## src/rtl/slot_request_arbiter.sv

```systemverilog
// Merges NUM_IN slot request streams onto one VFU issue port (round-robin or fixed priority); SLOT_REQUEST_ARBITER_PERF_EN adds stall_count/grant_hist.
// Latency 1 cycle through the output register, 1 request/cycle sustained; a stalled output holds its contents and drops every in_ready.
module slot_request_arbiter #(
  parameter int NUM_IN      = 4,
  parameter int PAYLOAD_W   = 206,
  parameter int ROUND_ROBIN = 1,
  localparam int SRC_W      = (NUM_IN > 1) ? $clog2(NUM_IN) : 1
) (
  input  logic                        clock,
  input  logic                        reset,
  input  logic [NUM_IN-1:0]           in_valid,
  output logic [NUM_IN-1:0]           in_ready,
  input  logic [NUM_IN*PAYLOAD_W-1:0] in_bits,
  output logic                        out_valid,
  input  logic                        out_ready,
  output logic [PAYLOAD_W-1:0]        out_bits,
  output logic [SRC_W-1:0]            out_source
`ifdef SLOT_REQUEST_ARBITER_PERF_EN
  ,
  output logic [31:0]                 stall_count,
  output logic [NUM_IN-1:0]           grant_hist
`endif
);

  logic [SRC_W-1:0]     rr_ptr;
  logic [SRC_W-1:0]     grant_idx;
  logic [SRC_W-1:0]     next_ptr;
  logic [NUM_IN-1:0]    ptr_onehot;
  logic [NUM_IN-1:0]    upper_mask;
  logic [NUM_IN-1:0]    req_upper;
  logic [NUM_IN-1:0]    req;
  logic [NUM_IN-1:0]    grant;
  logic [PAYLOAD_W-1:0] grant_bits;
  logic                 stage_free;
  logic                 xfer;

  // Requests at or above rr_ptr take precedence; if none, wrap to the full set.
  always_comb begin
    ptr_onehot = NUM_IN'(1) << rr_ptr;
    upper_mask = ~(ptr_onehot - NUM_IN'(1));
    req_upper  = in_valid & upper_mask;
    if ((ROUND_ROBIN != 0) && (req_upper != '0)) begin
      req = req_upper;
    end else begin
      req = in_valid;
    end
    grant = req & (~req + NUM_IN'(1));
  end

  always_comb begin
    grant_idx  = '0;
    grant_bits = '0;
    for (int i = 0; i < NUM_IN; i++) begin
      if (grant[i]) begin
        grant_idx  = SRC_W'(i);
        grant_bits = in_bits[i*PAYLOAD_W +: PAYLOAD_W];
      end
    end
  end

  always_comb begin
    next_ptr   = (grant_idx == SRC_W'(NUM_IN - 1)) ? '0 : grant_idx + SRC_W'(1);
    stage_free = !out_valid || out_ready;
    xfer       = reset && stage_free && (grant != '0);
    in_ready   = (reset && stage_free) ? grant : '0;
  end

  always_ff @(posedge clock) begin
    if (!reset) begin
      out_valid  <= 1'b0;
      out_bits   <= '0;
      out_source <= '0;
      rr_ptr     <= '0;
    end else if (xfer) begin
      out_valid  <= 1'b1;
      out_bits   <= grant_bits;
      out_source <= grant_idx;
      rr_ptr     <= (ROUND_ROBIN != 0) ? next_ptr : '0;
    end else if (out_ready) begin
      out_valid  <= 1'b0;
    end
  end

`ifdef SLOT_REQUEST_ARBITER_PERF_EN
  always_ff @(posedge clock) begin
    if (!reset) begin
      stall_count <= '0;
      grant_hist  <= '0;
    end else begin
      if (out_valid && !out_ready && (stall_count != 32'hFFFF_FFFF)) begin
        stall_count <= stall_count + 32'd1;
      end
      if (xfer) begin
        grant_hist <= grant;
      end
    end
  end
`endif

endmodule

```

## config.mk

```make
export PLATFORM = sky130hd
export DESIGN_NAME = slot_request_arbiter
export DESIGN_NICKNAME = d
export VERILOG_FILES = /design/src/rtl/slot_request_arbiter.sv
export SDC_FILE = /design/constraint.sdc
export NUM_CORES = 1
export LEC_CHECK = 0
export BUFFER_PORTS_ARGS = -buffer_cell sky130_fd_sc_hd__buf_2
export CORE_AREA = 4 4 408 410
export CTS_CLUSTER_DIAMETER = 50
export DETAILED_ROUTE_END_ITERATION = 7
export DIE_AREA = 0 0 412 414
export PLACE_DENSITY = 0.3
export SYNTH_ARGS = -nofsm -noshare
export SYNTH_HDL_FRONTEND = slang
export SYNTH_SLANG_ARGS = --single-unit
```

## constraint.sdc

```tcl
create_clock -name clock -period 2.59 [get_ports clock]
set_input_delay 0.518 -clock clock [delete_from_list [all_inputs] [get_ports clock]]
set_output_delay 0.518 -clock clock [all_outputs]
set_load 0.005 [all_outputs]
```

==> results.cfg, run 1 <==
[setup_path]
reg2reg_depth = 7
start_kind = flop
critPathSlowestCell = dfxtp_4
crit_arrival_ns = 1.95
end_kind = output pin
crit_chain = nand2b_4 > a21oi_4 > or2_4 > nor2_4 > buf_6
required_ns = 2.07
cpPeakStageDelay_ns = 0.39
cp_max_fo = 10
critical_path_class = flop to output pin

[clock_network]
cts_root_buf = clkbuf_16
ctsHoldBuffers = 0
clk_pin_slew_worst_paths_ns = 0.05
clkLatencyLatePin_ns = 0.59
cts_buffers = 47
cts-htree-levels = 2
clock-sinks = 211
cts_tree = yes
clock_path_buffers = 3

[synth]
synth_edf_count = 0
yosysWarningCount = 0
async_flop_share_pct = 0
yosysUniqueCellTypes = 33
netlist_area_sq_um = 12300
avgSynthCellArea_sq_um = 9.70
syn_inst = 1266
synth_seq_cells = 211
syn-num-nets = 2097
synth_top_cell_area_share_pct = 34.4
yosysSeqAreaShare_pct = 34.4
synth_flop_cell = dfxtp_1
ys_top_cells_by_area = dfxtp_1, o2bb2ai_1, a221oi_2, o21ai_0, a221oi_1
yosys.area.top_type = dfxtp_1

[timing]
finalCriticalPeriod_ns = 2.46
slew_viol_final = 0
hold_viol_final = 0
setup_slack_ns = 0.126
period_share_pct = 95.1
setup_viol = 0
worst_clock_skew_ns = 0.0279
grt_setup_unrepaired = false
max_freq_ghz = 0.406
slew_headroom_pct = 49.9
worst_pin_slew_ns = 0.751

[route]
routedWlPerCell_um = 26.0
via_per_inst = 3.62
drc = 1
wl_met1_um = 49300
highest_layer = met5
drt-total-wl_um = 118000
drt_iter0_drc = 1205
vias = 16400
ant_nets = 0
route.met2.wl_um = 58300
dr_wl_met3_um = 8340
dr.pass1.iters = 8

[finish]
n_fill_cell = 18700
fin_cells = 4537
layout-drive-gt1-share_pct = 58.5
synthToLayoutAreaGrowth_pct = 84.2
fin_nets = 3148
finalCoreUtilization_pct = 13.9
layout_common_cells = buf_2, o2bb2ai_1, dfxtp_1, o21ai_0, buf_4
final_common_cell = buf_2

[pwr]
p_per_area_nw_per_um2 = 660
peakVddDrop_v = 0.000397
power_leakage_nw = 9.23
p_total_mw = 14.9

[floorplanning]
fp.dieH_um = 414
chipWidth_um = 412
rows = 148
ios = 1044
core_area_sq_um = 162000
start_util_pct = 7.56
die_area_sq_um = 171000

[worst_hold_path]
hold_path_depth = 3
hold_path.class = primary input to flop

[global_routing]
grt_pass1_vias = 17100
grt_pass1_wl_um = 154000
grt_overflow = 0
track_usage_pct = 13.0
grt_antenna_before_repair = 47
grt_max_degree = 83

[placed_design]
hpwlAfterDp_um = 99300
numPortBuffers = 1043
gp_congestion = 0.920
dp.cells = 4438
pre_cts_ws_ns = -0.154

[run_status]
violations = design-rule violations
status = finished, violations left

[job]
cap_violations = 0
==> path summary, 6_finish.rpt <==
path | endpoint | slack [ns] | from
setup / recovery | in_ready[3] | 0.13 | rr_ptr[1]
hold / removal | out_bits[82] | 0.20 | in_bits[494]
setup reg to reg | out_bits[157] | 0.18 | rr_ptr[0]
hold reg to reg | out_source[0] | 0.45 | out_source[0]
==> report_power, final <==
part / switching [mW] / total (mW) / internal [mW]
clock network: 2.14 / 6.37 / 4.23
logic: 2.65 / 4.53 / 1.88
registers: 0.304 / 4.01 / 3.71
==> cell type report <==
cell class              count  area, sq um  share of cell area (%)
repair buffers           1184         6790                    30.0
flip-flops and latches    211         4230                    18.7
multi-input cells         871         7210                    31.9
inverters                   2         7.51                  0.0332
well taps                2175         2720                    12.0
clock inverters            23          320                    1.42
diodes                      9         22.5                  0.0996
clock buffers              62         1310                    5.81
==> cells in the mapped netlist (6+ instances only) <==
cell type    n
buf_1        6
dfxtp_1    211
o21ai_0    147
buf_2       48
a222oi_1    31
a221oi_2   100
o21ai_1     31
buf_6       20
a221oi_1    75
nor2_1       9
a21oi_1     98
clkbuf_1   105
o2bb2ai_1  350
==> worst max-delay path, delay by kind of cell (launching register included) <==
| kind | cells | cell delay [ns] |
|---|---|---|
| compound gates | 1 | 0.11 |
| buf+inv | 1 | 0.16 |
| flops | 1 | 0.39 |
| simple gates | 3 | 0.69 |
==> repair_timing <==
| action | in CTS | in global routing |
|---|---|---|
| hold endpoints to repair | 0 | 0 |
| setup endpoints to repair | 2 | 2 |
| gates resized for setup | 9 | 1 |
| gates cloned | 1 | 1 |
| buffers inserted | 1 | 2 |
| pin swaps | 2 | 3 |
==> cells by family after synthesis <==
group           count (synthesis)  synth area share, %
compound gates                843                 57.1
flops                         211                 34.4
buf+inv                       184                 7.43
simple gates                   28                 1.11
==> state kept, by name, summed over array words and instances (netlist names) <==
name        cells
out_bits      206
out_source      2
out_valid       1
rr_ptr          2
==> stage by stage <==
step	hold slack [ns]	cell area (sq um)	setup TNS [ns]
global route	0.153	22600	0
detailed placement	0.441	20900	-0.231
global placement	0.442	20900	-0.311
CTS	0.125	22600	0
finish	0.196	22600	0
floorplan	0.450	12300	0
==> per-layer routing <==
layer | up-vias | track usage (%)
met5 | - | 0
met4 | 26 | 2.39
met3 | 120 | 2.97
met2 | 771 | 22.8
met1 | 8023 | 16.2
li1 | 7496 | -
(Power assumes the default switching activity.)
==> run 2: changes to the inputs <==
ABC_AREA = 1   (was default)
CORE_AREA = 4 4 399 401   (was 4 4 408 410)
DIE_AREA = 0 0 403 405   (was 0 0 412 414)
PLACE_DENSITY = 0.31   (was 0.3)
SLEW_MARGIN = 20   (was default)
==> run 2 against run 1 <==
  * The flow now finishes without violations
  * Die area down 4.3%
  * Maximum frequency about the same
  * Sequential power fell by 1%
==> results.cfg, run 2 <==
[pwr]
power_leakage_nw = 13.1
peakVddDrop_v = 0.000376
p_per_area_nw_per_um2 = 626

[global_routing]
grt_pass1_vias = 20600
grt_antenna_before_repair = 23
grt_pass1_wl_um = 154000
grt_max_degree = 110
grt_overflow = 0
track_usage_pct = 13.1

[finish]
layout_common_cells = nand2_1, buf_2, nand3_1, inv_1, dfxtp_1
reg_top3 = out_bits: 206 flops, out_source: 2 flops, rr_ptr: 2 flops
largest_reg_flops = 206
final_common_cell = nand2_1
fin_cells = 5633
layout-drive-gt1-share_pct = 35.2
synthToLayoutAreaGrowth_pct = 73.0
finalCoreUtilization_pct = 15.4
top_register = out_bits
fin_nets = 4357

[setup_path]
critPathSlowestCell = dfxtp_2
start_kind = flop
crit_chain = inv_2 > a21oi_4 > nand4_1 > nand2_8 > buf_16 > nor3_4 > buf_2
cpPeakStageDelay_ns = 0.38
critical_path_class = flop to output pin
required_ns = 2.07
end_kind = output pin
crit_arrival_ns = 1.95
cp_max_fo = 17

[floorplanning]
start_util_pct = 8.88
core_area_sq_um = 156000
ios = 1044
rows = 145
die_area_sq_um = 163000
chipWidth_um = 403
fp.dieH_um = 405

[clock_network]
clkLatencyLatePin_ns = 0.59
clock_path_buffers = 3
cts_buffers = 47
clock-sinks = 211
cts_tree = yes
cts-htree-levels = 2
clk_pin_slew_worst_paths_ns = 0.05
cts_root_buf = clkbuf_16

[timing]
hold_viol_final = 0
finalSetupTns_ns = 0
timing.hold.ws_ns = 0.233
slew_headroom_pct = 39.0
max_freq_ghz = 0.406
setup_viol = 0
worst_clock_skew_ns = 0.0136
period_share_pct = 95.2
grt_setup_unrepaired = true
slew_viol_final = 0
finalCriticalPeriod_ns = 2.47
worst_pin_slew_ns = 0.915
setup_slack_ns = 0.124

[synth]
syn_inst = 2501
netlist_area_sq_um = 13800
synth_seq_cells = 211
synth_flop_cell = dfxtp_1
synth_top_cell_area_share_pct = 33.9
yosysMostFrequentCell = nand2_1
synth_edf_count = 0
yosysWarningCount = 0
avgSynthCellArea_sq_um = 5.53
async_flop_share_pct = 0
synth_common_cells = nand2_1, nand3_1, inv_1, dfxtp_1, buf_2
ys_top_cells_by_area = nand2_1, dfxtp_1, nand3_1, inv_1, buf_2
yosysUniqueCellTypes = 22
yosysSeqAreaShare_pct = 30.6
yosys.area.top_type = nand2_1
syn-num-nets = 3332

[worst_hold_path]
hold_path.class = primary input to flop

[route]
via_per_inst = 3.57
dr.pass1.iters = 5
drc = 0
ant_nets = 0
drt_iter0_drc = 1189
vias = 20100
drt-total-wl_um = 114000
routedWlPerCell_um = 20.2

[placed_design]
dp.cells = 5529
numPortBuffers = 1043
gp_congestion = 0.896
hpwlAfterDp_um = 94500
pre_cts_ws_ns = 0.0982

[job]
cap_violations = 0

[run_status]
status = completed
[run 2: changes by cell type after synthesis, sizes merged, moves of 45 or more]
cell,previous run,this run
a21oi,99,5
o21ai,179,3
nand2,5,1250
o2bb2ai,350,0
nand3,2,621
inv,2,216
a221oi,175,0
clkbuf,105,60
[run 2: power by group]
group	switching, mW	internal, mW	leakage (nW)
Sequential	0.262	3.70	1.75
Combinational	2.68	1.65	10.5
Clock	2.16	4.53	0.838
[run 2: stage by stage]
stage	area (sq um)	total power, mW
final	23900	15.0
after global routing	23900	15.9
after CTS	23800	15.4
after detailed placement	22000	8.42
after global placement	22000	8.45
after floorplan	13800	5.72
[run 2: layer usage]
layer / global-route usage (%) / share of wire (%) / vias up
met1: 15.8 / 41 / 9252
met5: 0 / 0.096 / -
met2: 23.5 / 50 / 795
met4: 3.15 / 2.1 / 16
li1: - / - / 9895
met3: 2.99 / 6.4 / 125
[run 2: cells by family after synthesis]
logic type / Yosys count / synth area share, %
simple gates: 1885 / 57.1
buf+inv: 396 / 12.0
flops: 211 / 30.6
compound gates: 9 / 0.362
[run 2: critical path, delay by kind of cell, from the launching register on]
family,cells,cell delay [ns]
flops,1,0.38
compound gates,1,0.15
simple gates,3,0.43
buf+inv,3,0.39
[run 2: path summary, 6_finish.rpt]
check	slack (ns)	cells past startpoint	from	to
setup reg to reg	0.18	13	rr_ptr[1]	out_bits[81]
setup / recovery	0.12	7	rr_ptr[1]	in_ready[1]
hold / removal	0.23	5	in_bits[494]	out_bits[82]
hold reg to reg	0.46	2	out_bits[143]	out_bits[143]
[run 2: final cells by class]
cell class,count,area (sq um)
fillers,18400,132000
clock buffers,62,1340
repair buffers,1156,6520
well taps,2058,2570
clock inverters,25,393
flip-flops and latches,211,4230
diodes,11,27.5
multi-input cells,1894,8000
inverters,216,826
[run 2: timing repair]
action	4_1_cts	5_1_grt
endpoints found under the setup margin	3	4
hold buffers	0	0
pin swaps	4	2
gates cloned	1	1
gates resized for setup	7	5
setup buffers	3	1
